**src/rtl/fp32_result_serializer.sv**
```systemverilog
// fp32_result_serializer: captures each new FP32 MAC result and streams it byte-wise into the UART TX.
// Define FP32_SER_FRAMING_EN to wrap the four data bytes in a 0xA5 sync byte and an XOR checksum byte.
module fp32_result_serializer #(
  parameter int MSB_FIRST   = 1,
  parameter int ACK_TIMEOUT = 16,
  parameter int GAP_CLKS    = 0
) (
  input  logic        CLK_I,
  input  logic        RST_I,
  input  logic        MAC_VALID_I,
  input  logic [31:0] DELTA_I,
  input  logic        TX_READY_I,
  output logic [7:0]  TX_DATA_O,
  output logic        TX_VALID_O,
  output logic        MAC_READY_O,
  output logic        BUSY_O,
  output logic        DONE_O,
  output logic        RETRY_O
);
`ifdef FP32_SER_FRAMING_EN
  localparam logic [2:0] LAST_IDX = 3'd5;
`else
  localparam logic [2:0] LAST_IDX = 3'd3;
`endif
  localparam logic [15:0] ACK_LAST = 16'(ACK_TIMEOUT > 0 ? ACK_TIMEOUT - 1 : 0);
  localparam logic [15:0] GAP_LAST = 16'(GAP_CLKS > 0 ? GAP_CLKS - 1 : 0);
  typedef enum logic [2:0] {IDLE, SEND, WAIT_ACK, WAIT_DONE, GAP, NEXT} state_t;
  state_t      state;
  logic        mac_prev;
  logic        mac_edge;
  logic [31:0] shift_word;
  logic [2:0]  idx;
  logic [15:0] ack_cnt;
  logic [15:0] gap_cnt;
  logic [1:0]  data_sel;
  logic [4:0]  data_shift;
  logic [7:0]  data_byte;
  logic [7:0]  cur_byte;
  logic        last_byte;
  assign mac_edge = MAC_VALID_I & ~mac_prev;
  assign last_byte = idx == LAST_IDX;
`ifdef FP32_SER_FRAMING_EN
  logic [7:0] csum;
  // index 0 is the sync byte, so data bytes sit at indices 1..4
  assign data_sel = idx[1:0] - 2'd1;
  assign cur_byte = idx == 3'd0 ? 8'hA5 : last_byte ? csum : data_byte;
`else
  assign data_sel = idx[1:0];
  assign cur_byte = data_byte;
`endif
  assign data_shift = MSB_FIRST != 0 ? {~data_sel, 3'b000} : {data_sel, 3'b000};
  assign data_byte = shift_word[data_shift +: 8];
  assign MAC_READY_O = state == IDLE;
  assign BUSY_O = ~MAC_READY_O;
  always_ff @(posedge CLK_I) begin
    if (RST_I) begin
      state      <= IDLE;
      mac_prev   <= 1'b1;
      shift_word <= '0;
      idx        <= '0;
      ack_cnt    <= '0;
      gap_cnt    <= '0;
      TX_DATA_O  <= '0;
      TX_VALID_O <= 1'b0;
      DONE_O     <= 1'b0;
      RETRY_O    <= 1'b0;
`ifdef FP32_SER_FRAMING_EN
      csum       <= '0;
`endif
    end else begin
      mac_prev   <= MAC_VALID_I;
      TX_VALID_O <= 1'b0;
      DONE_O     <= 1'b0;
      RETRY_O    <= 1'b0;
      case (state)
        IDLE: if (mac_edge) begin
          shift_word <= DELTA_I;
          idx        <= '0;
`ifdef FP32_SER_FRAMING_EN
          csum       <= '0;
`endif
          state      <= SEND;
        end
        SEND: if (TX_READY_I) begin
          TX_VALID_O <= 1'b1;
          TX_DATA_O  <= cur_byte;
          ack_cnt    <= '0;
          state      <= WAIT_ACK;
        end
        // an ack arriving on the timeout cycle takes priority over the retry
        WAIT_ACK: if (!TX_READY_I) begin
          state <= WAIT_DONE;
`ifdef FP32_SER_FRAMING_EN
          if (idx != 3'd0 && !last_byte) csum <= csum ^ data_byte;
`endif
        end else if (ack_cnt == ACK_LAST) begin
          RETRY_O <= 1'b1;
          state   <= SEND;
        end else begin
          ack_cnt <= ack_cnt + 16'd1;
        end
        // DONE_O is raised on entry to NEXT so it pulses while still busy
        WAIT_DONE: if (TX_READY_I) begin
          gap_cnt <= '0;
          DONE_O  <= GAP_CLKS == 0 && last_byte;
          state   <= GAP_CLKS > 0 ? GAP : NEXT;
        end
        GAP: if (gap_cnt == GAP_LAST) begin
          DONE_O <= last_byte;
          state  <= NEXT;
        end else begin
          gap_cnt <= gap_cnt + 16'd1;
        end
        NEXT: if (last_byte) begin
          state <= IDLE;
        end else begin
          idx   <= idx + 3'd1;
          state <= SEND;
        end
        default: state <= IDLE;
      endcase
    end
  end
endmodule

```
**config.mk**
```make
export PLATFORM = sky130hd
export DESIGN_NAME = fp32_result_serializer
export DESIGN_NICKNAME = d
export VERILOG_FILES = /design/src/rtl/fp32_result_serializer.sv
export SDC_FILE = /design/constraint.sdc
export NUM_CORES = 1
export LEC_CHECK = 0
export ABC_AREA = 1
export CAP_MARGIN = 20
export CELL_PAD_IN_SITES_DETAIL_PLACEMENT = 0
export CELL_PAD_IN_SITES_GLOBAL_PLACEMENT = 1
export CORE_MARGIN = 3
export CORE_UTILIZATION = 43
export DETAILED_ROUTE_END_ITERATION = 16
export HOLD_SLACK_MARGIN = 0.1
export PLACE_DENSITY = 0.9
export SLEW_MARGIN = 30
export SYNTH_ARGS = -nofsm -noshare
export SYNTH_HDL_FRONTEND = slang
export SYNTH_SLANG_ARGS = --single-unit
```
**constraint.sdc**
```tcl
create_clock -name CLK_I -period 4 [get_ports CLK_I]
set_input_delay 0.8 -clock CLK_I [delete_from_list [all_inputs] [get_ports CLK_I]]
set_output_delay 0.8 -clock CLK_I [all_outputs]
set_load 0.05 [all_outputs]
```
==> Word level (Yosys, flattened, before mapping) <==
Cells that the tools add are included.
{ "op_classes": {"mux": 22, "reduce_logical": 13, "add_sub_neg": 3, "bitwise": 7, "eq_ne": 16, "shifts": 1} }
{ "ops": {"columns": ["operator", "n"], "rows": [
  ["16-bit 2-to-1 mux", 4],
  ["16-bit case mux with 2 select lines", 2],
  ["16-bit by 1-bit adder with 16-bit output (second input constant)", 2],
  ["32-bit by 6-bit indexed part select with 8-bit output", 1],
  ["3-bit 2-to-1 mux", 8],
  ["3-bit case mux with 6 select lines", 1],
  ["16-bit by 4-bit equality test with 1-bit output (second input constant)", 1],
  ["16-bit logical NOT", 1],
  ["2-bit != test (second input constant)", 7],
  ["3-bit by 2-bit equality test with 1-bit output (second input constant)", 3],
  ["3-bit equality test (second input constant)", 2],
  ["3-bit case mux with 2 select lines", 1],
  ["3-bit AND reduction", 2],
  ["2-bit nonzero test", 3],
  ["1-bit 2-to-1 mux", 5],
  ["1-bit NOT", 5],
  ["5-bit AND reduction", 1],
  ["2-bit AND reduction", 2],
  ["4-bit AND reduction", 1],
  ["3-bit by 1-bit adder with 3-bit output (second input constant)", 1],
  ["3-bit by 1-bit equality test with 1-bit output (second input constant)", 1],
  ["3-bit logical NOT", 1],
  ["3-bit != test (second input constant)", 1],
  ["3-bit OR reduction", 1],
  ["5 further kinds", 5]
]} }
{ "totals": {"elab_cells": 72, "register_bits": 82, "output_inout_bits": 13} }

==> Depth between registers and ports, before layout <==
Gate-level depths: netlist of run 1.
{ "depth": {"word_depth": 4, "depth_mapped": 11, "depth_no_buf": 10} }

==> Least setup slack after synthesis of run 1 <==
Ideal clock, no wire load.
{ "synth_path": {"path_type": "register to output", "from": "register state[1]", "to": "output port BUSY_O", "stages_incl_launch_ff": 5, "t_arrival_ns": 1.230, "setup_slack_ns": 1.970, "cell_sequence": "dfxtp_1 inv_2 nand2_2 nor2_2 inv_2"} }
{ "synth_via": {"elab_chain_len": 2} }
{ "synth_lines": {"columns": ["element", "line", "text"], "rows": [
  ["start, declared", "28", "state_t state;"],
  ["start signal, assigned", "106", "state <= GAP_CLKS > 0 ? GAP : NEXT;"],
  ["3-bit logical NOT", "53", "assign MAC_READY_O = state == IDLE;"],
  ["via MAC_READY_O", "15", "output logic MAC_READY_O,"],
  ["1-bit NOT", "54", "assign BUSY_O = ~MAC_READY_O;"],
  ["end, declared", "16", "output logic BUSY_O,"]
]} }
The timed path passes the listed nets, and every way through them passes these cells.

==> Final worst setup path of run 1 <==
{ "layout_path": {"from": "register state[0]", "to": "output port MAC_READY_O"} }
{ "layout_via": {"elab_chain_len": 1} }
{ "layout_lines": {"columns": ["element", "line"], "rows": [
  ["3-bit logical NOT", "53"],
  ["end, declared", "15"]
]} }
No other way between the ends.

==> results of run 1 <==
[registers in the layout, indices dropped and copies added, names as in the netlist, 3 cells and up]
| name | cells |
|---|---|
| idx | 3 |
| state | 3 |
| gap_cnt | 16 |
| shift_word | 32 |
| TX_DATA_O | 8 |
| ack_cnt | 16 |
[worst max-delay path: cells and delay by family (launching register included)]
family	cells	cell delay [ps]
buffers and inverters	2	970
DFF	1	360
and+or+nand+nor	2	300
[power by group]
group          switching, mW  internal, mW
Clock                  0.326         0.233
Combinational          0.291         0.144
Sequential            0.0413         0.873
Total                  0.659          1.25
[final timing paths]
kind,from,endpoint,slack [ps],cells past startpoint
hold reg to reg,idx[2],idx[2],470,2
setup reg to reg,state[0],shift_word[27],1820,8
hold / removal,idx[2],idx[2],470,2
setup / recovery,state[0],MAC_READY_O,1220,4
[cells in the mapped netlist (all sizes together) (14+ instances only)]
cell / n / share of area
o21ai: 55 / 0.067
buf: 14 / 0.021
dfxtp: 82 / 0.40
nor2: 156 / 0.15
inv: 56 / 0.052
nand4: 15 / 0.023
nand2: 87 / 0.084
nand3: 59 / 0.081
a21oi: 28 / 0.034
[cell families (layout without fill, tap and decap cells)]
kind of cell,after synthesis,count (layout),share of synthesized area
AND/OR/NAND/NOR,335,335,0.3624
XOR/XNOR,3,3,0.006413
flip-flops,82,82,0.4006
AO/OA/AOI/OAI,101,101,0.1343
adder cells (fa/ha/maj),5,5,0.01527
buffers and inverters,79,123,0.08092
[routing by layer]
| metal | track usage | share of wire | vias up | wire length (µm) |
|---|---|---|---|---|
| li1 | - | - | 2056 | - |
| met1 | 0.2569 | 0.49 | 1791 | 4977 |
| met2 | 0.3252 | 0.46 | 77 | 4758 |
| met3 | 0.02923 | 0.044 | 6 | 450 |
| met4 | 0.05698 | 0.0074 | 0 | 76 |
| met5 | 0 | 0 | - | 0 |
[metrics by stage]
step	cells	worst slack (ps)	util	total power, mW
4_1_cts	775	1210	0.5361	1.923
6_report	775	1218	0.5361	1.908
2_1_floorplan	605	1970	-	1.234
3_3_place_gp	759	1088	0.5164	1.366
5_1_grt	775	1131	0.5361	2.010
3_5_place_dp	759	1059	0.5164	1.368
[area by class of cell]
cell class              instances  area [µm²]  share of cell area
well taps                     126       157.7             0.03276
repair buffers                 50       495.5              0.1030
multi-input cells             444        2125              0.4415
flip-flops and latches         82        1642              0.3411
clock buffers                  10       127.6             0.02652
clock inverters                 6       48.80             0.01014
inverters                      57       216.5             0.04498
==> summary.md, run 1 <==
| Metric | Value |
|---|---|
| Largest stage delay, worst path | `between 800 and 900 ps` |
| Area Overhead vs Synth | `17.44%` |
| Final setup viols | `0` |
| Remaining Overflow, GRT | `0` |
| Skew final | `between 10 and 15 ps` |
| Outcome | `finished, final reports clean` |
| Syn. warnings | `0` |
| Iter 0 DRT Violations | `174` |
| Master of the slowest instance on the critical path | `clkdlybuf4s50_1` |
| N_diodes | `0` |
| Dpl cell area | `between 4000 and 5000 µm²` |
| Total Routed Length | `just over 10 mm` |
| Post-synth EDFFs | `0` |
| Synth Instances | `~610` |
| Vias in the first global route | `~3,700` |
| Most common cell after layout, fill and taps aside | `nor2_1` |
| Finished Cell Area | `4812 µm²` |
| Via count | `between 3,000 and 4,000` |
| Peak VDD IR | `between 0.2 and 0.25 mV` |
| CTS resizes | `0` |
| Fmax | `around 360 MHz` |
| Highest-count cells in the layout ignoring fill and taps | `nor2_1, dfxtp_1, nand2_1, nand3_1, o21ai_0` |
| Syn nets | `around 650` |
| Clock Tree Buf Depth | `2` |
| Antenna-violating nets left | `0` |
| Synth unique cells | `31` |
| Cts hold-fix bufs | `0` |
| Dominant synthesized flop cell | `dfxtp_1` |
| CTS clock-pin slew for the worst setup and hold paths | `90 ps` |
| TritonCTS Buffers | `9` |
| Vias per cell | `between 5 and 6` |
| CP required | `approximately 3200 ps` |
| Fin Hold WS | `roughly 470 ps` |
| Post-synthesis sequential area ratio | `0.4006` |
| Share of layout cells above drive strength 1 | `0.06934` |
| Setup TNS | `0 ps` |
| Skew-Pair Late Insertion Delay | `350 ps` |
| Avg WL per Cell | `13.24 µm` |
| Overall Global Routing Usage | `0.1932` |
| Fin crit period | `around 2800 ps` |
| Cell area after synthesis | `between 4000 and 5000 µm²` |
| DRC | `0` |
| Largest net degree at the start of global routing | `40` |
| Fin nets | `slightly below 700` |
| Max cap viols | `0` |
| Post-CTS Setup Bufs | `0` |
| Total clock sinks | `82` |
| P per Cell Area | `around 400 nW/µm²` |
| Setup crit end kind | `primary output` |
| Synth async-reset ratio | `0` |
| Die W | `~100 µm` |
| Height of the die | `103.6 µm` |
| Die area | `between 10,000 and 15,000 µm²` |
| Port bufs | `48` |
| Critical setup path kind | `flop to primary output` |
| Initial antenna violation count | `0` |
| Ports | `49` |
| Final Slew Violations | `0` |
| Crit Path Max Fanout | `5` |
| Worst slew pin tran | `about 640 ps` |
| Global-route wire length before repair | `about 17 mm` |
| Hpwl dp | `7.275 mm` |
| H-tree levels | `3` |
| Clk root buf | `clkbuf_8` |
| TritonCTS clock tree | `done` |
| Final Hold Viols | `0` |
| Global placement routability congestion | `around 0.84` |
| Initial Utilization | `0.4565` |
| RSZ-0062 raised after global routing | `false` |
| Pleak | `around 1.9 nW` |
| # fillers | `roughly 940` |
| Floorplan row count | `34` |
| Core area | `~9000 µm²` |
| Flops & latches, synth | `about 80` |
| Worst slew margin | `0.5739` |
| Worst Hold Class | `flop to flop` |
| Tcrit/Tclk final | `0.6955` |
| Crit start category | `flop` |
| Syn Area/Cell | `roughly 6.8 µm²` |
| Drt first pass iters | `6` |
| Critical path arrival | `just under 2000 ps` |
| Crit-path cells | `inv_2 > nand2_2 > nor2_2 > clkdlybuf4s50_1` |
Note: power is estimated with default switching activity, not from simulation.
==> run 2: changes to the inputs <==
--- a/config.mk
+++ b/config.mk
@@ -10,10 +10,10 @@
 export CELL_PAD_IN_SITES_DETAIL_PLACEMENT = 0
 export CELL_PAD_IN_SITES_GLOBAL_PLACEMENT = 1
 export CORE_MARGIN = 3
-export CORE_UTILIZATION = 43
+export CORE_UTILIZATION = 36
 export DETAILED_ROUTE_END_ITERATION = 16
 export HOLD_SLACK_MARGIN = 0.1
-export PLACE_DENSITY = 0.9
+export PLACE_DENSITY = 0.81
 export SLEW_MARGIN = 30
 export SYNTH_ARGS = -nofsm -noshare
 export SYNTH_HDL_FRONTEND = slang
==> constraint.sdc (replaced) <==
create_clock -name CLK_I -period 2.45 [get_ports CLK_I]
set_input_delay 0.49 -clock CLK_I [delete_from_list [all_inputs] [get_ports CLK_I]]
set_output_delay 0.49 -clock CLK_I [all_outputs]
set_load 0.05 [all_outputs]
==> run 2 against run 1 <==
Sequential share of layout area shrank 1.1 points. Utilization fell by 8.3 points. Count of clock-buffer cells in the layout is 1 lower. Worst hold slack got worse by 4.4 ps. Combinational power is 63% higher. Critical endpoint is now TX_DATA_O[7]. Highest routed layer unchanged. Largest cell class unchanged.
==> summary.md, run 2 (synthesized netlist as in run 1, its figures left out) <==
| Metric | Value |
|---|---|
| FF-to-FF path depth | `4 (was 8)` |
| Pleak | `2.015 nW (was 1.923 nW)` |
| Skew-Pair Late Insertion Delay | `330 ps (was 350 ps)` |
| Total Routed Length | `10.70 mm (was 10.26 mm)` |
| Critical setup path kind | `flop to primary output (unchanged)` |
| Floorplan row count | `38 (was 34)` |
| Final std cells w/o fill | `791 (was 775)` |
| Total clock sinks | `82 (unchanged)` |
| Remaining Overflow, GRT | `0 (unchanged)` |
| Vias per cell | `5.024 (was 5.071)` |
| RSZ-0062 raised after global routing | `false (unchanged)` |
| Dpl cells | `775 (was 759)` |
| CP required | `1960 ps (was 3200 ps)` |
| Largest delay contributor family on the critical path | `buffers and inverters (unchanged)` |
| Initial Utilization | `0.3731 (was 0.4565)` |
| Final worst setup slack | `422.4 ps (was 1218 ps)` |
| Max cap viols | `0 (unchanged)` |
| Largest registers | `shift_word (32), ack_cnt (16), gap_cnt (16) (unchanged)` |
| TritonCTS Buffers | `9 (unchanged)` |
| Crit start category | `flop (unchanged)` |
| Vias in the first global route | `3,734 (was 3,692)` |
| Fmax | `between 400 and 500 MHz` |
| Peak VDD IR | `0.3987 mV (was 0.2006 mV)` |
| Worst slew margin | `0.5846 (was 0.5739)` |
| CP Buf/Inv Count | `1 (was 2)` |
| Worst Hold Launch | `idx[2] (unchanged)` |
| Antenna-violating nets left | `0 (unchanged)` |
| Most common cell after layout, fill and taps aside | `nor2_1 (unchanged)` |
| Setup crit end kind | `primary output (unchanged)` |
| Share of layout cells above drive strength 1 | `0.07373 (was 0.06934)` |
| Global placement routability congestion | `0.8434 (was 0.8353)` |
| Skew final | `7.339 ps (was 11.38 ps)` |
| Drt first pass iters | `4 (was 6)` |
| Height of the die | `112.7 µm (was 103.6 µm)` |
| P per Cell Area | `719.6 nW/µm² (was 396.5 nW/µm²)` |
| Clock Tree Buf Depth | `2 (unchanged)` |
| Core area | `10,980 µm² (was 8976 µm²)` |
| Pre-CTS setup slack | `208.6 ps (was 1059 ps)` |
| Overall Global Routing Usage | `0.1707 (was 0.1932)` |
| Global-route wire length before repair | `17.86 mm (was 17.39 mm)` |
| Largest net degree at the start of global routing | `38 (was 40)` |
| Fin nets | `687 (was 685)` |
| Final Hold Viols | `0 (unchanged)` |
| Reg2reg start | `idx[0] (was state[0])` |
| Clk root buf | `clkbuf_16 (was clkbuf_8)` |
| Cts hold-fix bufs | `0 (unchanged)` |
| Area Overhead vs Synth | `21.40% (was 17.44%)` |
| Worst path depth | `1 (was 4)` |
| CTS resizes | `0 (unchanged)` |
| Worst Hold Class | `flop to flop (unchanged)` |
| CP startpoint | `TX_DATA_O[7] (was state[0])` |
| Hold depth | `2 (unchanged)` |
| Die W | `112.7 µm (was 103.6 µm)` |
| Reg2reg setup slack | `560 ps (was 1820 ps)` |
| Hpwl dp | `7.582 mm (was 7.275 mm)` |
| Critical path arrival | `1540 ps (was 1980 ps)` |
| CTS clock-pin slew for the worst setup and hold paths | `70 ps (was 90 ps)` |
| Ports | `49 (unchanged)` |
| Crit-path cells | `clkdlybuf4s50_1 (was inv_2 > nand2_2 > nor2_2 > clkdlybuf4s50_1)` |
| Hold EP | `idx[2] (unchanged)` |
| Setup TNS | `0 ps (unchanged)` |
| Port bufs | `48 (unchanged)` |
| Initial antenna violation count | `0 (unchanged)` |
| Tcrit/Tclk final | `0.8276` |
| Via count | `3,974 (was 3,930)` |
| Fin crit period | `between 2000 and 2500 ps` |
| Worst slew pin tran | `622.3 ps (was 637.7 ps)` |
| Iter 0 DRT Violations | `312 (was 174)` |
| TritonCTS clock tree | `done (unchanged)` |
| Largest stage delay, worst path | `830 ps (was 860 ps)` |
| Post-CTS Setup Bufs | `0 (unchanged)` |
| Avg WL per Cell | `13.52 µm (was 13.24 µm)` |
| Max reg flops | `32 (unchanged)` |
| DRC | `0 (unchanged)` |
| Crit Path Max Fanout | `2 (was 5)` |
| # fillers | `1,129 (was 943)` |
| Final setup viols | `0 (unchanged)` |
| Die area | `12,700 µm² (was 10,740 µm²)` |
| Highest-count cells in the layout ignoring fill and taps | `nor2_1, dfxtp_1, nand2_1, nand3_1, o21ai_0 (unchanged)` |
| Top reg by flops | `shift_word (unchanged)` |
| R2R Path End | `TX_DATA_O[0] (was shift_word[27])` |
| H-tree levels | `3 (unchanged)` |
| N_diodes | `0 (unchanged)` |
| Outcome | `finished, final reports clean (unchanged)` |
| Final Slew Violations | `0 (unchanged)` |
| Master of the slowest instance on the critical path | `clkdlybuf4s50_1 (unchanged)` |
[run 2: per-stage QoR]
step	area [µm²]	util	hold WS, ps	total power [mW]
after detailed placement	4668	0.4250	456.8	2.241
after global routing	4975	0.4530	505.3	3.767
after global placement	4668	0.4250	449.7	2.233
after CTS	4970	0.4525	472.3	3.613
after floorplan	4098	-	439.2	2.015
final	4975	0.4530	470.0	3.580
[run 2: where the power goes]
| part | internal [mW] | switching (mW) |
|---|---|---|
| clock network | 0.799 | 0.573 |
| registers | 1.43 | 0.0699 |
| logic | 0.238 | 0.473 |
[run 2: tightest hold or removal path, cell delays in order, from the launching register on]
cell     delay [ps]
dfxtp_1         310
nand2_1          60
a21oi_1          50
[run 2: final cells by class]
cell class              instances  area (µm²)  area share
multi-input cells             444        2125      0.4271
repair buffers                 52       515.5      0.1036
inverters                      57       216.5     0.04351
well taps                     140       175.2     0.03521
clock buffers                   9       225.2     0.04527
flip-flops and latches         82        1642      0.3300
clock inverters                 7       76.32     0.01534
[run 2: per-layer routing]
| metal | share of wire | GRT usage | up-vias | wire length [µm] |
|---|---|---|---|---|
| li1 | - | - | 2068 | - |
| met1 | 0.48 | 0.2331 | 1802 | 5104 |
| met2 | 0.46 | 0.2658 | 91 | 4916 |
| met3 | 0.040 | 0.03369 | 13 | 428 |
| met4 | 0.023 | 0.06811 | 0 | 246 |
| met5 | 0 | 0 | - | 0 |
[run 2: worst max-delay path by stage]
stage | to | slack (ps)
floorplan | shift_word[10] | 560
global placement | ack_cnt[8] | 260
detailed placement | shift_word[24] | 210
CTS | MAC_READY_O | 40
global route | MAC_READY_O | 360
finish | TX_DATA_O[7] | 420
